`src/rtl/hpdcache_pkg.sv`:
```
// -----------------------------------------------------------------------------
// hpdcache_pkg
// Shared types and constants for the refill acknowledge path.
//   - HPDCACHE_* localparams : default geometry used by the refill block
//   - hpdcache_refill_beats  : number of memory beats per cache line
//   - hpdcache_refill_line_t : flattened line buffer (word 0 in LSBs)
//   - hpdcache_refill_state_e: refill FSM states
//   - hpdcache_core_rsp_t    : core response {tid, sid, data, error}
// -----------------------------------------------------------------------------
package hpdcache_pkg;

   localparam int unsigned HPDCACHE_WORD_WIDTH = 64;
   localparam int unsigned HPDCACHE_LINE_WORDS = 8;
   localparam int unsigned HPDCACHE_BEAT_WORDS = 2;
   localparam int unsigned HPDCACHE_TID_WIDTH  = 6;
   localparam int unsigned HPDCACHE_SID_WIDTH  = 3;

   function automatic int unsigned hpdcache_refill_beats(input int unsigned line_words,
                                                         input int unsigned beat_words);
      return line_words / beat_words;
   endfunction

   localparam int unsigned HPDCACHE_REFILL_BEATS =
      hpdcache_refill_beats(HPDCACHE_LINE_WORDS, HPDCACHE_BEAT_WORDS);

   typedef logic [HPDCACHE_LINE_WORDS*HPDCACHE_WORD_WIDTH-1:0] hpdcache_refill_line_t;

   typedef enum logic [1:0] {
      REFILL_COLLECT,
      REFILL_ACK,
      REFILL_CAPTURE,
      REFILL_ISSUE
   } hpdcache_refill_state_e;

   typedef struct packed {
      logic [HPDCACHE_TID_WIDTH-1:0]  tid;
      logic [HPDCACHE_SID_WIDTH-1:0]  sid;
      logic [HPDCACHE_WORD_WIDTH-1:0] data;
      logic                           error;
   } hpdcache_core_rsp_t;

endpackage

```
`src/rtl/hpdcache_refill_linebuf.sv`:
```
// -----------------------------------------------------------------------------
// hpdcache_refill_linebuf
// Line buffer for memory refill beats with its own beat counter.
//   clk_i, rst_i   : clock, synchronous active-high reset (clears counter+data)
//   wr_i           : accepted beat, written at the current beat slot
//   wr_last_i      : final beat of the line, counter returns to 0
//   wr_data_i      : beat data, word 0 in LSBs
//   beat_cnt_o     : index of the next beat slot to be written
//   rd_word_i      : word index for the single-word read port
//   rd_data_o      : selected word
//   line_o         : whole line, word 0 in LSBs
// -----------------------------------------------------------------------------
module hpdcache_refill_linebuf #(
   parameter  int unsigned WORD_WIDTH = 64,
   parameter  int unsigned LINE_WORDS = 8,
   parameter  int unsigned BEAT_WORDS = 2,
   localparam int unsigned BEATS      = LINE_WORDS / BEAT_WORDS,
   localparam int unsigned BEAT_BITS  = BEAT_WORDS * WORD_WIDTH,
   localparam int unsigned CNT_W      = (BEATS > 1) ? $clog2(BEATS) : 1,
   localparam int unsigned WIDX_W     = (LINE_WORDS > 1) ? $clog2(LINE_WORDS) : 1
) (
   input  logic                             clk_i,
   input  logic                             rst_i,
   input  logic                             wr_i,
   input  logic                             wr_last_i,
   input  logic [BEAT_BITS-1:0]             wr_data_i,
   output logic [CNT_W-1:0]                 beat_cnt_o,
   input  logic [WIDX_W-1:0]                rd_word_i,
   output logic [WORD_WIDTH-1:0]            rd_data_o,
   output logic [LINE_WORDS*WORD_WIDTH-1:0] line_o
);

   logic [CNT_W-1:0]     beat_cnt_q, beat_cnt_d;
   logic [BEAT_BITS-1:0] beat_q [BEATS];
   logic [WORD_WIDTH-1:0] words [LINE_WORDS];

   // A last beat always realigns the counter so a malformed line cannot
   // leave the next one starting mid-buffer.
   always_comb begin
      beat_cnt_d = beat_cnt_q;
      if (wr_i) begin
         if (wr_last_i || (beat_cnt_q == CNT_W'(BEATS - 1))) begin
            beat_cnt_d = '0;
         end else begin
            beat_cnt_d = beat_cnt_q + 1'b1;
         end
      end
   end

   always_ff @(posedge clk_i) begin
      if (rst_i) begin
         beat_cnt_q <= '0;
         for (int b = 0; b < int'(BEATS); b++) begin
            beat_q[b] <= '0;
         end
      end else begin
         beat_cnt_q <= beat_cnt_d;
         if (wr_i) begin
            beat_q[beat_cnt_q] <= wr_data_i;
         end
      end
   end

   for (genvar b = 0; b < BEATS; b++) begin : g_beat
      assign line_o[b*BEAT_BITS +: BEAT_BITS] = beat_q[b];
   end

   for (genvar w = 0; w < LINE_WORDS; w++) begin : g_word
      assign words[w] = line_o[w*WORD_WIDTH +: WORD_WIDTH];
   end

   assign rd_data_o  = words[rd_word_i];
   assign beat_cnt_o = beat_cnt_q;

endmodule

```
`src/rtl/hpdcache_refill_ack.sv`:
```
// -----------------------------------------------------------------------------
// hpdcache_refill_ack
// Refill-side companion of the MSHR: gathers multi-beat memory read responses
// into a line buffer, acknowledges the owning MSHR entry, captures the entry
// fields returned one cycle later, then issues the cache refill write and,
// when the entry needs it, the core response carrying the requested word.
//
// Ports:
//   clk_i, rst_i          : clock, synchronous active-high reset
//   mem_rsp_*             : memory read-response beats (valid/ready, {way,set}
//                           id, data with word 0 in LSBs, last, error)
//   ack_o/ack_cs_o        : one-cycle acknowledge to the MSHR, set/way from id
//   ack_*_i               : MSHR entry fields, valid the cycle after ack_o
//   refill_*              : cache line write request (valid/ready, nline, data)
//   core_rsp_*            : core response (valid/ready, tid, sid, data, error)
//   busy_o                : not idle in COLLECT or a line partially received
//
// Optional feature, macro HPDCACHE_REFILL_ERROR_EN: beat errors accumulate over
// the line; an erroneous line is not written to the cache and its response
// carries error=1. Without the macro errors are ignored and error_o is 0.
// -----------------------------------------------------------------------------
module hpdcache_refill_ack
   import hpdcache_pkg::*;
#(
   parameter int unsigned MSHR_SET_WIDTH = 4,
   parameter int unsigned MSHR_WAY_WIDTH = 2,
   parameter int unsigned NLINE_WIDTH    = 34,
   parameter int unsigned TID_WIDTH      = HPDCACHE_TID_WIDTH,
   parameter int unsigned SID_WIDTH      = HPDCACHE_SID_WIDTH,
   parameter int unsigned WORD_WIDTH     = HPDCACHE_WORD_WIDTH,
   parameter int unsigned LINE_WORDS     = HPDCACHE_LINE_WORDS,
   parameter int unsigned BEAT_WORDS     = HPDCACHE_BEAT_WORDS,
   localparam int unsigned ID_W   = MSHR_WAY_WIDTH + MSHR_SET_WIDTH,
   localparam int unsigned BEATS  = hpdcache_refill_beats(LINE_WORDS, BEAT_WORDS),
   localparam int unsigned CNT_W  = (BEATS > 1) ? $clog2(BEATS) : 1,
   localparam int unsigned WIDX_W = (LINE_WORDS > 1) ? $clog2(LINE_WORDS) : 1
) (
   input  logic                             clk_i,
   input  logic                             rst_i,
   input  logic                             mem_rsp_valid_i,
   output logic                             mem_rsp_ready_o,
   input  logic [ID_W-1:0]                  mem_rsp_id_i,
   input  logic [BEAT_WORDS*WORD_WIDTH-1:0] mem_rsp_data_i,
   input  logic                             mem_rsp_last_i,
   input  logic                             mem_rsp_error_i,
   output logic                             ack_o,
   output logic                             ack_cs_o,
   output logic [MSHR_SET_WIDTH-1:0]        ack_set_o,
   output logic [MSHR_WAY_WIDTH-1:0]        ack_way_o,
   input  logic [TID_WIDTH-1:0]             ack_req_id_i,
   input  logic [SID_WIDTH-1:0]             ack_src_id_i,
   input  logic [NLINE_WIDTH-1:0]           ack_nline_i,
   input  logic [WIDX_W-1:0]                ack_word_i,
   input  logic                             ack_need_rsp_i,
   input  logic                             ack_is_prefetch_i,
   output logic                             refill_valid_o,
   input  logic                             refill_ready_i,
   output logic [NLINE_WIDTH-1:0]           refill_nline_o,
   output logic [LINE_WORDS*WORD_WIDTH-1:0] refill_data_o,
   output logic                             core_rsp_valid_o,
   input  logic                             core_rsp_ready_i,
   output logic [TID_WIDTH-1:0]             core_rsp_tid_o,
   output logic [SID_WIDTH-1:0]             core_rsp_sid_o,
   output logic [WORD_WIDTH-1:0]            core_rsp_data_o,
   output logic                             core_rsp_error_o,
   output logic                             busy_o
);

   hpdcache_refill_state_e  state_q, state_d;
   logic [ID_W-1:0]         id_q, id_d;
   logic                    refill_pend_q, refill_pend_d;
   logic                    rsp_pend_q, rsp_pend_d;
   logic [TID_WIDTH-1:0]    tid_q, tid_d;
   logic [SID_WIDTH-1:0]    sid_q, sid_d;
   logic [NLINE_WIDTH-1:0]  nline_q, nline_d;
   logic [WIDX_W-1:0]       word_q, word_d;
   logic                    err_q;
   logic                    beat_acc;
   logic [CNT_W-1:0]        beat_cnt;
   logic [WORD_WIDTH-1:0]   rd_word;
   hpdcache_core_rsp_t      core_rsp;

   assign mem_rsp_ready_o = (state_q == REFILL_COLLECT);
   assign beat_acc        = mem_rsp_valid_i & mem_rsp_ready_o;

   hpdcache_refill_linebuf #(
      .WORD_WIDTH (WORD_WIDTH),
      .LINE_WORDS (LINE_WORDS),
      .BEAT_WORDS (BEAT_WORDS)
   ) i_linebuf (
      .clk_i      (clk_i),
      .rst_i      (rst_i),
      .wr_i       (beat_acc),
      .wr_last_i  (mem_rsp_last_i),
      .wr_data_i  (mem_rsp_data_i),
      .beat_cnt_o (beat_cnt),
      .rd_word_i  (word_q),
      .rd_data_o  (rd_word),
      .line_o     (refill_data_o)
   );

   always_comb begin
      state_d       = state_q;
      id_d          = id_q;
      refill_pend_d = refill_pend_q;
      rsp_pend_d    = rsp_pend_q;
      tid_d         = tid_q;
      sid_d         = sid_q;
      nline_d       = nline_q;
      word_d        = word_q;
      case (state_q)
         REFILL_COLLECT: begin
            if (beat_acc) begin
               if (beat_cnt == '0) begin
                  id_d = mem_rsp_id_i;
               end
               if (mem_rsp_last_i) begin
                  state_d = REFILL_ACK;
               end
            end
         end
         REFILL_ACK: begin
            state_d = REFILL_CAPTURE;
         end
         // MSHR entry fields arrive here, one cycle after the ack
         REFILL_CAPTURE: begin
            tid_d         = ack_req_id_i;
            sid_d         = ack_src_id_i;
            nline_d       = ack_nline_i;
            word_d        = ack_word_i;
            rsp_pend_d    = ack_need_rsp_i & ~ack_is_prefetch_i;
            refill_pend_d = ~err_q;
            state_d       = REFILL_ISSUE;
         end
         REFILL_ISSUE: begin
            if (refill_pend_q && refill_ready_i) begin
               refill_pend_d = 1'b0;
            end
            if (rsp_pend_q && core_rsp_ready_i) begin
               rsp_pend_d = 1'b0;
            end
            if (!refill_pend_d && !rsp_pend_d) begin
               state_d = REFILL_COLLECT;
            end
         end
         default: begin
            state_d = REFILL_COLLECT;
         end
      endcase
   end

   always_ff @(posedge clk_i) begin
      if (rst_i) begin
         state_q       <= REFILL_COLLECT;
         refill_pend_q <= 1'b0;
         rsp_pend_q    <= 1'b0;
      end else begin
         state_q       <= state_d;
         refill_pend_q <= refill_pend_d;
         rsp_pend_q    <= rsp_pend_d;
      end
   end

   always_ff @(posedge clk_i) begin
      id_q    <= id_d;
      tid_q   <= tid_d;
      sid_q   <= sid_d;
      nline_q <= nline_d;
      word_q  <= word_d;
   end

`ifdef HPDCACHE_REFILL_ERROR_EN
   logic err_d;

   // The first beat restarts accumulation so a line never inherits a stale flag.
   always_comb begin
      err_d = err_q;
      if ((state_q == REFILL_ISSUE) && (state_d == REFILL_COLLECT)) begin
         err_d = 1'b0;
      end else if (beat_acc) begin
         err_d = ((beat_cnt == '0) ? 1'b0 : err_q) | mem_rsp_error_i;
      end
   end

   always_ff @(posedge clk_i) begin
      if (rst_i) begin
         err_q <= 1'b0;
      end else begin
         err_q <= err_d;
      end
   end
`else
   logic unused_err;
   assign err_q      = 1'b0;
   assign unused_err = mem_rsp_error_i;
`endif

   assign ack_o     = (state_q == REFILL_ACK);
   assign ack_cs_o  = (state_q == REFILL_ACK);
   assign ack_set_o = id_q[MSHR_SET_WIDTH-1:0];
   assign ack_way_o = id_q[ID_W-1:MSHR_SET_WIDTH];

   assign refill_valid_o = refill_pend_q;
   assign refill_nline_o = nline_q;

   assign core_rsp.tid   = tid_q;
   assign core_rsp.sid   = sid_q;
   assign core_rsp.data  = rd_word;
   assign core_rsp.error = err_q;

   assign core_rsp_valid_o = rsp_pend_q;
   assign core_rsp_tid_o   = core_rsp.tid;
   assign core_rsp_sid_o   = core_rsp.sid;
   assign core_rsp_data_o  = core_rsp.data;
   assign core_rsp_error_o = core_rsp.error;

   assign busy_o = (state_q != REFILL_COLLECT) || (beat_cnt != '0);

`ifndef SYNTHESIS
   a_last_aligned: assert property (@(posedge clk_i) disable iff (rst_i)
      beat_acc |-> (mem_rsp_last_i == (beat_cnt == CNT_W'(BEATS - 1))));
   a_id_stable: assert property (@(posedge clk_i) disable iff (rst_i)
      (beat_acc && (beat_cnt != '0)) |-> (mem_rsp_id_i == id_q));
   a_ack_single: assert property (@(posedge clk_i) disable iff (rst_i)
      ack_o |=> !ack_o);
`endif

endmodule

```
`config.mk`:
```
export PLATFORM = sky130hd
export DESIGN_NAME = hpdcache_refill_ack
export DESIGN_NICKNAME = d
export VERILOG_FILES = /design/src/rtl/hpdcache_pkg.sv /design/src/rtl/hpdcache_refill_linebuf.sv /design/src/rtl/hpdcache_refill_ack.sv
export SDC_FILE = /design/constraint.sdc
export NUM_CORES = 1
export LEC_CHECK = 0
export ABC_AREA = 1
export BUFFER_PORTS_ARGS = -buffer_cell sky130_fd_sc_hd__buf_2
export CAP_MARGIN = 20
export CORE_AREA = 2 2 323 325
export DETAILED_ROUTE_END_ITERATION = 10
export DIE_AREA = 0 0 325 327
export HOLD_SLACK_MARGIN = 0.1
export MAX_ROUTING_LAYER = met4
export PLACE_DENSITY = 0.42
export SLEW_MARGIN = 5
export SYNTH_ARGS = -nofsm -noshare
export SYNTH_HDL_FRONTEND = slang
export SYNTH_SLANG_ARGS = --single-unit
export TNS_END_PERCENT = 20
```
`constraint.sdc`:
```
create_clock -name clk_i -period 8.1 [get_ports clk_i]
set_clock_uncertainty 0.1 [all_clocks]
set_input_delay 1.62 -clock clk_i [delete_from_list [all_inputs] [get_ports clk_i]]
set_output_delay 1.62 -clock clk_i [all_outputs]
set_load 0.01 [all_outputs]
```
# After elaboration in Yosys (flattened, before gate mapping)
# Memories as Yosys holds them, arrays and structs flattened.
# Cells that the tools add are included.
word_totals:
  inputBits: 189
  regBits: 58
  mem_count: 1
  wordCells: 60
  ram_bits: 512
classes:
  mux: 22
  n_addsub: 1
  bitwise_logic: 4
  order_cmp: 1
  n_eq_ne: 7
  reduce_logical: 15
memory_table:
  columns: ["name", "depth", "width", "read_ports", "rd_ports_with_merged_regs", "write_ports", "line_no", "text"]
  rows:
  - ["i_linebuf.beat_q", 4, 128, 4, 0, 4, "hpdcache_refill_linebuf.sv:34", "logic [BEAT_BITS-1:0] beat_q [BEATS];"]
op_table:
  columns: ["op", "n"]
  rows:
  - ["64-bit binary-select mux with 3-bit select", 1]
  - ["128-bit two-way mux", 1]
  - ["64-bit two-way mux", 2]
  - ["128-bit OR reduction", 1]
  - ["1-bit two-way mux", 10]
  - ["2-bit two-way mux", 5]
  - ["2-bit one-hot mux with 4 select lines", 1]
  - ["2-bit equality test (second input constant)", 3]
  - ["3-bit AND reduction", 2]
  - ["2-bit nonzero test", 3]
  - ["4-bit >= comparator (second input constant)", 1]
  - ["2-bit zero test", 2]
  - ["2-bit by 1-bit inequality test with 1-bit output (second input constant)", 2]
  - ["3-bit NOT with 4-bit output", 1]
  - ["1-bit one-hot mux with 2 select lines", 2]
  - ["1-bit logical AND", 3]
  - ["2-bit by 1-bit adder with 2-bit output (second input constant)", 1]
  - ["1-bit bitwise AND", 2]
  - ["2-bit by 1-bit equality test with 1-bit output (second input constant)", 1]
  - ["1-bit zero test", 2]
  - ["1-bit logical OR", 2]
  - ["2-bit inequality test (second input constant)", 1]
  - ["1-bit NOT", 1]

# Depth between registers and ports, before layout
# Gate-level depths: netlist (run 1).
logic_depth:
  depth_word: 7
  depth_mapped: 10
  depth_no_buf: 8

# Hierarchy
# A second synthesis (run 1) with hierarchy kept.
hier_totals:
  hier_cells: 3034
  hier_area_um2: 26964.6
by_module_without_submodules:
  columns: ["module", "n_inst", "cells_each", "area_per_inst_um2"]
  rows:
  - ["hpdcache_refill_linebuf", 1, 2933, 25070.3]
  - ["hpdcache_refill_ack", 1, 101, 1894.3]

# Least setup slack after synthesis (run 1)
# Ideal clock, no wire load.
synth_path:
  kind: "input -> register"
  start: "in rst_i"
  end: "mem i_linebuf.beat_q[0][0] in the netlist's numbering, enable pin"
  setup_slack_ns: 2.348
  path_stages: 7
  required_time_ns: 7.508
  n_path_buf: 2
  t_arrival_ns: 5.160
  setup_ns: 0.492
  path_cell_list: "inv_1 > nand2_1 > nor2_2 > nand2_1 > buf_2 > buf_2 > nand2_1"
synth_lines:
  columns: ["element", "line_no", "text"]
  rows:
  - ["start: declaration", "hpdcache_refill_ack.sv:39", "input logic rst_i,"]
  - ["end: declaration", "hpdcache_refill_linebuf.sv:34", null]

# Worst setup path in the final report (run 1)
layout_path:
  start: "reg word_q[2]"
  end: "out core_rsp_data_o[60]"
layout_via:
  elab_chain_len: 4
layout_rtl:
  columns: ["element", "line_no", "text"]
  rows:
  - ["start: declaration", "hpdcache_refill_ack.sv:76", "logic [WIDX_W-1:0] word_q, word_d;"]
  - ["start signal: assignment", "hpdcache_refill_ack.sv:169", "word_q <= word_d;"]
  - ["3-bit NOT with 4-bit output (not written as such)", "hpdcache_refill_linebuf.sv:72", "assign rd_data_o = words[rd_word_i];"]
  - ["64-bit binary-select mux with 3-bit select", "hpdcache_refill_linebuf.sv:72", null]
  - ["64-bit two-way mux (not written as such) (2 in series)", "hpdcache_refill_linebuf.sv:72", null]
  - ["end: declaration", "hpdcache_refill_ack.sv:64", "output logic [WORD_WIDTH-1:0] core_rsp_data_o,"]
# No other way between the ends. The select of a mux whose other input is x is not followed.

==> results.txt, run 1 <==
Status -> completed
Post-Synth Simple-Gate Area -> 0.2062
Reg-to-reg setup timing slack -> 4.49 ns
P_leak -> 0.01509 uW
CTS buffer count -> 70
Max-cap violations -> 0
Worst Setup Start Kind -> register
I/O pins -> 821
CTS resizes -> 0
Fin. max-slew vios -> 0
Syn_area_per_cell -> 9.974 sq um
WP data arrival -> 3.62 ns
Asr flop ratio synth -> 0
Final period utilization -> 0.6596
CP Data Required Time -> 6.38 ns
Post-synth EDFFs -> 564
Worst setup path class -> register to output pin
IO buf count -> 818
Initial antenna violation count -> 12
Flops & latches, synth -> 570
Synth area leaders -> edfxtp_1 67%, nor2_1 13%, nand2_1 7.9%, o21ai_0 4.0%, inv_1 2.1%
Rows -> 118
Synth top cells by count -> 838 x nor2_1, 564 x edfxtp_1, 531 x nand2_1, 203 x o21ai_0, 143 x inv_1
R2R Path Start -> state_q[0]
TritonCTS clock tree -> done
DP Cell Count -> 4593
Most area-hungry cell type in the Yosys netlist -> edfxtp_1
Wire per inst -> 23.31 microns
Syn. warnings -> 0
Reg clk slew, reported paths -> 0.06 ns
Post-synth design cell area -> 25130 sq um
Starting DRT DRC Count -> 1467
Gate power share -> 0.261
Internal power -> 6185 uW
Fin nets -> 3481
Post-CTS Hold Fix Bufs -> 0
Setup bufs post-CTS -> 0
Routed WL -> 110300 microns
# DRC -> 0
Worst Hold Class -> register to register
Final setup vio count -> 0
Worst Tran Pin Value -> 1.050 ns
Final Critical Period -> 5.343 ns
Synth Instances -> 2519
Post-route insts no fill -> 4732
Clk pwr share -> 0.336
DR vias/cell -> 4.403
Power Dens Cells -> 289.7 nW/um^2
Reg2reg end -> i_linebuf.beat_q[2][110]
End-of-flow core utilization -> 0.3172
Setup TNS -> 0 ns
Largest family of logic cells by synthesized area -> simple AND/OR/NAND/NOR gates
Synth unique cells -> 23
Post-detailed-route count of antenna-violating nets -> 0
Hold Fails Final Rpt -> 0
Hold depth -> 2
Clk buf depth -> 3
Hold_sp -> refill_valid_o
Max-slew headroom -> 0.3002
Root Driver -> clkbuf_16
Yosys top cell area share -> 0.6741
Die Y -> 327 microns
Synth Area in Compound Gates -> 0.05279
Initial Utilization -> 0.2442
Chip Width -> 325 microns
Net Sw Power -> 3271 uW
Worst Reg-to-Reg Cells -> 9
CP endpoint kind -> output pin
Worst hold endpoint -> refill_valid_o
Overall power -> 9456 uW
Unrepaired setup endpoints after global routing -> no
Core box area -> 102900 sq um
Fmax -> 187.2 MHz
Peak supply drop -> 0.0001668 V
Count leader, synth -> nor2_1
Die area -> 106300 sq um
Global-route wire length before repair -> 153400 microns
Seq pwr share -> 0.403
Xor-xnor portion of the synthesized cell area -> 0
CP Max Fanout -> 36
Ratio of cells with drive above 1 in the final layout -> 0.2879
Place WS -> 3.176 ns
Adder-Cell Fraction of Synth Area -> 0.003486
Worst setup slack after layout -> 2.757 ns
CTS sink count -> 570
Htree depth -> 3
DP HPWL -> 73860 microns
Placer congestion estimate -> 0.8591
Main synth FF type -> edfxtp_1
Syn Nets -> 2715
Area Growth Syn to Fin -> 29.91%
Vias -> 20830
Worst skew pair latency -> 0.64 ns
Grt ovf -> 0
Switching share of power -> 0.3459
GRT Total Usage -> 0.2052
First-pass iteration count of the detailed router -> 7
Vias in the first global route -> 20300
Post-synthesis mux area share -> 0
Sequential area share after synthesis -> 0.6789
Largest net degree at the start of global routing -> 143
==> per-layer routing <==
layer / vias up / track usage / share of wire
met5: - / - / 0
met4: 0 / 0.08998 / 0.042
met3: 170 / 0.04760 / 0.065
met2: 745 / 0.3327 / 0.49
met1: 10170 / 0.2440 / 0.41
li1: 9745 / - / -
==> cells by family after synthesis <==
kind of cell,after synthesis
compound gates,264
fa+ha+maj,7
buf+inv,301
flops,570
other cells,1
simple gates,1376
==> power groups by stage <==
stage	sequential (uW)	combinational, uW	clock, uW
after global routing	3850	2700	3370
after floorplan	4020	1200	0
after detailed placement	3870	2510	0
final	3810	2470	3180
after global placement	3870	2520	0
after CTS	3810	2510	3260
==> cell usage in the layout, fill, tap and decap left out, types with 2 or more instances in the layout <==
cell,n
nand2_4,6
o21ai_1,56
ha_1,6
bufinv_16,6
clkbuf_1,16
nand4_1,3
clkbuf_8,2
o21ai_0,203
a21oi_1,2
clkinv_8,4
edfxtp_1,564
inv_6,3
diode_2,11
inv_1,141
clkbuf_16,71
buf_12,2
nor2_1,838
clkinv_2,13
dfxtp_1,6
buf_2,818
clkinv_1,12
nand3_1,2
nand2_1,525
buf_4,29
==> how the worst max path moves through the flow <==
| stage | depth (start not counted) | to | from |
|---|---|---|---|
| after floorplan | 7 | i_linebuf.beat_q[0][0] | rst_i |
| after global placement | 7 | i_linebuf.beat_q[2][30] | rst_i |
| after detailed placement | 7 | i_linebuf.beat_q[2][94] | rst_i |
| after CTS | 6 | core_rsp_data_o[60] | word_q[2] |
| after global routing | 7 | core_rsp_data_o[46] | word_q[0] |
| final | 6 | core_rsp_data_o[60] | word_q[2] |
==> through the flow <==
step,instance area [sq um],hold WS (ns)
final,32640,0.4146
after global placement,30350,0.4010
after global routing,32640,0.4458
after detailed placement,30350,0.4027
after CTS,32610,0.4137
after floorplan,25130,0.4052
==> sequential cells by signal, indices dropped and copies added, names as in the netlist <==
register,cells
i_linebuf.beat_cnt_o,2
i_linebuf.beat_q,512
refill_nline_o,34
core_rsp_tid_o,6
word_q,3
id_q,6
core_rsp_sid_o,3
core_rsp_valid_o,1
refill_valid_o,1
state_q,2
==> worst max-delay path, stage by stage (launching register included) <==
cell and delay (ns):
edfxtp_1 0.32, buf_4 0.52, clkinv_2 0.89, buf_4 0.66, nand2_1 0.17, nand2_1 0.15
buf_2 0.19
==> cell type report <==
cell class	count	area [sq um]
flip-flops and latches	570	17060
well taps	1380	1727
diodes	11	27.53
clock buffers	89	1864
multi-input cells	1648	6646
clock inverters	39	404.1
fillers	11020	70260
repair buffers	849	4352
inverters	146	564.3
Note: power is estimated with default switching activity, not from simulation.
==> run 2, diff against run 1 <==
--- a/config.mk
+++ b/config.mk
@@ -8,12 +8,12 @@
 export ABC_AREA = 1
 export BUFFER_PORTS_ARGS = -buffer_cell sky130_fd_sc_hd__buf_2
 export CAP_MARGIN = 20
-export CORE_AREA = 2 2 323 325
+export CORE_AREA = 2 2 318 320
 export DETAILED_ROUTE_END_ITERATION = 10
-export DIE_AREA = 0 0 325 327
+export DIE_AREA = 0 0 320 322
 export HOLD_SLACK_MARGIN = 0.1
 export MAX_ROUTING_LAYER = met4
-export PLACE_DENSITY = 0.42
+export PLACE_DENSITY = 0.44
 export SLEW_MARGIN = 5
 export SYNTH_ARGS = -nofsm -noshare
 export SYNTH_HDL_FRONTEND = slang
==> constraint.sdc (replaced) <==
create_clock -name clk_i -period 4.8 [get_ports clk_i]
set_clock_uncertainty 0.1 [all_clocks]
set_input_delay 0.96 -clock clk_i [delete_from_list [all_inputs] [get_ports clk_i]]
set_output_delay 0.96 -clock clk_i [all_outputs]
set_load 0.01 [all_outputs]
==> run 2 against run 1 <==
Sequential share of layout area shrank 0.32 points. Largest cell class unchanged. Via count is 1.3% higher. Total power increased by 69%. Count of clock-buffer cells in the layout shrank 5.
==> results.txt, run 2 (synthesis results as in run 1) <==
Status -> completed
Commonest non-fill, non-tap cell in the layout -> nor2_1
CP endpoint kind -> output pin
GRT Total Usage -> 0.2054 (about the same)
Die area -> 103000 sq um (-3.0%)
Clk buf depth -> 3 (unchanged)
IO buf count -> 818 (unchanged)
Peak supply drop -> 0.0003756 V (+130%)
Root Driver -> clkbuf_16
Biggest register -> i_linebuf.beat_q
# DRC -> 0 (unchanged)
Area Growth Syn to Fin -> 30.73%
Vias -> 21100 (+1.3%)
WP data arrival -> 2.87 ns (-0.75 ns)
Most frequent cells in the layout -> 838 x nor2_1, 818 x buf_2, 564 x edfxtp_1, 525 x nand2_1, 203 x o21ai_0
DP HPWL -> 71230 microns (-3.6%)
Fin nets -> 3497 (+0.46%)
Hold depth -> 1 (-1)
Overall power -> 15980 uW (+69%)
Max-slew headroom -> 0.3724 (+0.07225)
Reg clk slew, reported paths -> 0.06 ns (about the same)
Worst hold endpoint -> refill_nline_o[9]
Layout fillers -> 10560 (-4.2%)
Wire per inst -> 22.93 microns (-1.6%)
CP Data Required Time -> 3.74 ns (-2.64 ns)
Unrepaired setup endpoints after global routing -> no
Critical path's top delay family -> buffers and inverters
Largest net degree at the start of global routing -> 131 (-8.4%)
Hold_sp -> ack_nline_i[9]
Worst setup path class -> register to output pin
CTS sink count -> 570 (unchanged)
Rows -> 116 (-1.7%)
Setup bufs post-CTS -> 0 (unchanged)
Worst path slowest cell -> inv_4
Max-cap violations -> 0 (unchanged)
Worst Hold Class -> input pin to register
Cell mode on critical path -> nand2_1
Placer congestion estimate -> 0.8469 (-1.4%)
Worst Setup Start Kind -> register
First-pass iteration count of the detailed router -> 5 (-2)
Initial Utilization -> 0.2523 (+0.008192)
P_leak -> 0.01524 uW (+0.99%)
Hold Fails Final Rpt -> 0 (unchanged)
Initial antenna violation count -> 16 (+4)
Die Y -> 322 microns (-1.5%)
Crit. Startpoint -> word_q[1]
DR vias/cell -> 4.524 (+2.8%)
R2R Path Start -> state_q[1]
Fmax -> 254.4 MHz
Fin. max-slew vios -> 0 (unchanged)
TritonCTS clock tree -> done
Crit-path cells -> inv_4 > buf_4 > o21ai_0 > o21ai_1 > nand2_1 > nand2_1 > buf_2
Vias in the first global route -> 20420 (+0.59%)
Crit-path max cell delay -> 0.72 ns (-0.17 ns)
Global-route wire length before repair -> 149200 microns (-2.8%)
Final Critical Period -> 3.931 ns
Setup TNS -> 0 ns (unchanged)
CTS resizes -> 0 (unchanged)
Grt ovf -> 0 (unchanged)
Post-detailed-route count of antenna-violating nets -> 0 (unchanged)
Worst Tran Pin Value -> 0.9414 ns (-0.1084 ns)
Core box area -> 99570 sq um (-3.2%)
CTS buffer count -> 70 (unchanged)
Worst Reg-to-Reg Cells -> 9 (unchanged)
CP Max Fanout -> 53 (+47%)
Final setup vio count -> 0 (unchanged)
Power Dens Cells -> 486.5 nW/um^2 (+68%)
Reg2reg end -> i_linebuf.beat_q[0][82]
Final period utilization -> 0.8189
Buf/Inv on CP -> 3 (-1)
Post-CTS Hold Fix Bufs -> 0 (unchanged)
I/O pins -> 821 (unchanged)
Htree depth -> 3 (unchanged)
WP depth -> 7 (+1)
Reg-to-reg setup timing slack -> 2.12 ns (-2.37 ns)
Chip Width -> 320 microns (-1.5%)
Worst skew pair latency -> 0.63 ns (about the same)
Routed WL -> 106900 microns (-3.1%)
Starting DRT DRC Count -> 1548 (+5.5%)
Number of flip-flops in the largest register -> 512 (unchanged)
Ratio of cells with drive above 1 in the final layout -> 0.2895 (+0.001567)
-- run 2: worst register-to-register path, cell delays in order, from the launching register on --
cell and delay [ns]:
dfxtp_1 0.33, inv_1 0.12, ha_1 0.25, nand2_1 0.13
inv_2 0.11, nand2_4 0.06, nor2_2 0.24, nand2_4 0.11
nand2_4 0.53, buf_4 0.38
-- run 2: per-stage QoR --
| stage | std cells | utilization | setup slack [ns] | instance area, sq um | hold WS (ns) |
|---|---|---|---|---|---|
| 2_1_floorplan | 2519 | - | -0.2917 | 25130 | 0.4052 |
| 3_5_place_dp | 4527 | 0.3071 | 1.509 | 30580 | 0.3977 |
| 5_1_grt | 4662 | 0.3299 | 0.7268 | 32840 | 0.3512 |
| 3_3_place_gp | 4527 | 0.3071 | 1.503 | 30580 | 0.3952 |
| 4_1_cts | 4652 | 0.3296 | 0.8160 | 32820 | 0.3290 |
| 6_report | 4663 | 0.3299 | 0.8691 | 32850 | 0.3918 |
-- run 2: cell type report --
class	count	area, sq um	share of cell area
flip-flops and latches	570	17060	0.5193
multi-input cells	1648	6646	0.2024
repair buffers	865	4684	0.1426
clock buffers	84	1824	0.05554
well taps	1298	1624	0.04945
inverters	146	564.3	0.01718
clock inverters	41	417.9	0.01272
diodes	11	27.53	0.0008381
-- run 2: how the worst max path moves through the flow --
stage                              end
2_1_floorplan   i_linebuf.beat_q[0][0]
3_3_place_gp       core_rsp_data_o[28]
3_5_place_dp   i_linebuf.beat_q[0][81]
4_1_cts            core_rsp_data_o[28]
5_1_grt            core_rsp_data_o[41]
6_report           core_rsp_data_o[28]
-- run 2: power by group --
part           internal, uW  total (uW)  switching [uW]
Clock                  3100        5320            2220
Combinational          1270        4200            2930
Sequential             6150        6450             301
-- run 2: layer usage --
metal  part of all wire  GRT usage  up-vias
met2               0.49     0.3346      804
met1               0.40     0.2462    10370
met3              0.073    0.04936      152
met5                  0          -        -
met4              0.033    0.07866        0
li1                   -          -     9776
==> run 3, diff against run 2 <==
--- a/config.mk
+++ b/config.mk
@@ -5,15 +5,15 @@
 export SDC_FILE = /design/constraint.sdc
 export NUM_CORES = 1
 export LEC_CHECK = 0
-export ABC_AREA = 1
+export ABC_AREA = 0
 export BUFFER_PORTS_ARGS = -buffer_cell sky130_fd_sc_hd__buf_2
 export CAP_MARGIN = 20
-export CORE_AREA = 2 2 318 320
+export CORE_AREA = 2 2 321 323
 export DETAILED_ROUTE_END_ITERATION = 10
-export DIE_AREA = 0 0 320 322
+export DIE_AREA = 0 0 323 325
 export HOLD_SLACK_MARGIN = 0.1
 export MAX_ROUTING_LAYER = met4
-export PLACE_DENSITY = 0.44
+export PLACE_DENSITY = 0.42
 export SLEW_MARGIN = 5
 export SYNTH_ARGS = -nofsm -noshare
 export SYNTH_HDL_FRONTEND = slang
==> constraint.sdc (replaced) <==
create_clock -name clk_i -period 4 [get_ports clk_i]
set_clock_uncertainty 0.1 [all_clocks]
set_input_delay 0.8 -clock clk_i [delete_from_list [all_inputs] [get_ports clk_i]]
set_output_delay 0.8 -clock clk_i [all_outputs]
set_load 0.01 [all_outputs]
==> run 3 against run 2 <==
Design area fell by 0.11%. Worst hold slack worse by 0.14 ns. Synthesized area shrank 1.5%. Critical path depth fell by 2. Die area increased by 1.9%. Flip-flop and latch count stayed put. Clock power is 15% higher. Routed wire length is 14% lower. Register-to-register slack worse by 1.1 ns. Largest power group unchanged.
==> results.txt, run 3 <==
Status -> completed
Worst Hold Class -> input pin to register
Post-synth EDFFs -> 564 (unchanged)
Die Y -> 325 microns (+0.93%)
Clk buf depth -> 3 (unchanged)
Biggest register -> i_linebuf.beat_q
Placed cell areas -> 30590 sq um (about the same)
DR vias/cell -> 4.283 (-5.3%)
Overall power -> 17920 uW (+12%)
Rows -> 117 (+0.86%)
Yosys top cell area share -> 0.6846 (+0.01050)
Post-CTS Hold Fix Bufs -> 0 (unchanged)
Core box area -> 101300 sq um (+1.7%)
CP Max Fanout -> 43 (-19%)
Setup TNS -> 0 ns (unchanged)
Worst setup path class -> register to output pin
Final Critical Period -> 3.672 ns
WP depth -> 5 (-2)
Unrepaired setup endpoints after global routing -> no
Worst Tran Pin Value -> 0.8195 ns (-0.1218 ns)
CP Data Required Time -> 3.10 ns (-0.64 ns)
CTS sink count -> 570 (unchanged)
Root Driver -> clkbuf_16
Syn_area_per_cell -> 17.47 sq um (+75%)
CTS buffer count -> 70 (unchanged)
First-pass iteration count of the detailed router -> 4 (-1)
Fin. max-slew vios -> 0 (unchanged)
Max-cap violations -> 0 (unchanged)
Final period utilization -> 0.9181
Setup bufs post-CTS -> 0 (unchanged)
Vias -> 15770 (-25%)
Vias in the first global route -> 16860 (-17%)
Htree depth -> 3 (unchanged)
Hold depth -> 1 (unchanged)
Peak supply drop -> 0.0003516 V (-6.4%)
Buf/Inv on CP -> 3 (unchanged)
Worst skew pair latency -> 0.62 ns (about the same)
DP HPWL -> 64630 microns (-9.3%)
Ratio of cells with drive above 1 in the final layout -> 0.4983 (+0.2088)
WP data arrival -> 2.77 ns (-0.10 ns)
Chip Width -> 323 microns (+0.94%)
Worst Setup Start Kind -> register
CP endpoint kind -> output pin
P_leak -> 0.01350 uW (-11%)
Crit-path max cell delay -> 0.55 ns (-0.17 ns)
Synth top cells by count -> 564 x edfxtp_1, 512 x and2_1, 128 x mux4_2, 64 x mux2_2, 36 x clkbuf_2
Count leader, synth -> edfxtp_1
TritonCTS clock tree -> done
Most area-hungry cell type in the Yosys netlist -> edfxtp_1
GRT Total Usage -> 0.1752 (-0.03019)
Post-detailed-route count of antenna-violating nets -> 0 (unchanged)
Crit-path cells -> buf_12 > buf_12 > mux4_2 > mux2_2 > buf_2
Final setup vio count -> 0 (unchanged)
Routed WL -> 91610 microns (-14%)
Synth area leaders -> edfxtp_1 68%, and2_1 13%, mux4_2 12%, mux2_2 2.9%, clkbuf_2 0.73%
IO buf count -> 818 (unchanged)
Worst Reg-to-Reg Cells -> 7 (-2)
Critical path's top delay family -> multiplexers
Main synth FF type -> edfxtp_1
Commonest non-fill, non-tap cell in the layout -> buf_2
Worst setup slack after layout -> 0.3278 ns (-0.5414 ns)
Syn. warnings -> 0 (unchanged)
Post-synth design cell area -> 24740 sq um (-1.5%)
Flops & latches, synth -> 570 (unchanged)
Initial Utilization -> 0.2442 (-0.008130)
Hold Fails Final Rpt -> 0 (unchanged)
Max-slew headroom -> 0.4536 (+0.08123)
Place WS -> 0.9099 ns (-0.5994 ns)
Sequential area share after synthesis -> 0.6894 (+0.01057)
Area Growth Syn to Fin -> 32.61%
Initial antenna violation count -> 12 (-4)
Wire per inst -> 24.87 microns (+8.5%)
Global-route wire length before repair -> 127000 microns (-15%)
Synth unique cells -> 29 (+26%)
Hold_ws -> 0.2502 ns (-0.1416 ns)
Reg clk slew, reported paths -> 0.06 ns (about the same)
Synth Instances -> 1416 (-44%)
Number of flip-flops in the largest register -> 512 (unchanged)
Design Area, Final -> 32810 sq um (-0.11%)
Cell mode on critical path -> buf_12
Die area -> 105000 sq um (+1.9%)
Most frequent cells in the layout -> 818 x buf_2, 564 x edfxtp_1, 512 x and2_1, 128 x mux4_2, 73 x clkbuf_16
Power Dens Cells -> 546.1 nW/um^2 (+12%)
Fin nets -> 2445 (-30%)
Largest net degree at the start of global routing -> 129 (-1.5%)
CTS resizes -> 0 (unchanged)
Syn Nets -> 1612 (-41%)
Fmax -> 272.3 MHz
I/O pins -> 821 (unchanged)
# DRC -> 0 (unchanged)
Grt ovf -> 0 (unchanged)
Asr flop ratio synth -> 0 (unchanged)
Worst path slowest cell -> mux4_2
Starting DRT DRC Count -> 1144 (-26%)
Placer congestion estimate -> 0.8315 (-1.8%)
==> run 3: cell types whose count changed after synthesis, moves of 29 or more <==
cell / before / now
mux2_2: 0 / 64
clkbuf_2: 0 / 36
and2_1: 0 / 512
buf_2: 44 / 12
clkbuf_1: 56 / 27
nor2_1: 838 / 4
mux4_2: 0 / 128
o21ai_0: 203 / 0
nand2_1: 531 / 6
inv_1: 143 / 6
o21ai_1: 56 / 0
==> run 3: path summary, 6_finish.rpt <==
check	slack, ns	end	from
max reg2reg	1.07	i_linebuf.beat_q[2][35]	state_q[0]
max	0.33	core_rsp_data_o[28]	word_q[0]
min	0.25	id_q[3]	mem_rsp_id_i[3]
min reg2reg	0.38	refill_valid_o	refill_valid_o
==> run 3: where the power goes <==
part,leakage (uW),total (uW),switching [uW],internal (uW)
Sequential,0.00583,7790,379,7410
Clock,0.00106,6120,2520,3600
Combinational,0.00661,4010,2300,1710
==> run 3: per-stage QoR <==
step | std cells | util
final | 3683 | 0.3239
after global routing | 3680 | 0.3238
after CTS | 3672 | 0.3236
after detailed placement | 3545 | 0.3020
after global placement | 3545 | 0.3020
after floorplan | 1416 | -
==> run 3: layer usage <==
| metal | global-route usage | wire (microns) |
|---|---|---|
| met3 | 0.05267 | 7116 |
| met4 | 0.07007 | 3207 |
| met2 | 0.3005 | 47100 |
| met5 | - | 0 |
| met1 | 0.1883 | 34190 |
==> run 3: cells by family (layout without fill, tap and decap cells) <==
group,after synthesis,after routing,share of synthesized area
other,1,12,0.0001516
buffers and inverters,100,988,0.02215
adders and majority gates,7,7,0.003540
AOI/OAI and AO/OA,7,7,0.002023
DFF,570,570,0.6894
and+or+nand+nor,536,536,0.1358
muxes,195,195,0.1469
==> run 3: area by class of cell <==
| cell class | instances | area [sq um] |
|---|---|---|
| inverter | 6 | 22.52 |
| fill | 10160 | 68490 |
| clock buffer | 90 | 1891 |
| multi-input combinational | 746 | 7164 |
| clock inverter | 37 | 300.3 |
| sequential | 570 | 17060 |
| timing repair buffer | 855 | 4634 |
| tap | 1368 | 1712 |
| antenna | 11 | 27.53 |
==> run 3: worst register-to-register path, cell delays in order, from the launching register on <==
cell and delay (ns):
dfxtp_1 0.35, inv_1 0.12, ha_1 0.33, nand2_1 0.23
or2_4 0.32, nor3_4 0.17, or2_4 0.67, buf_12 0.29
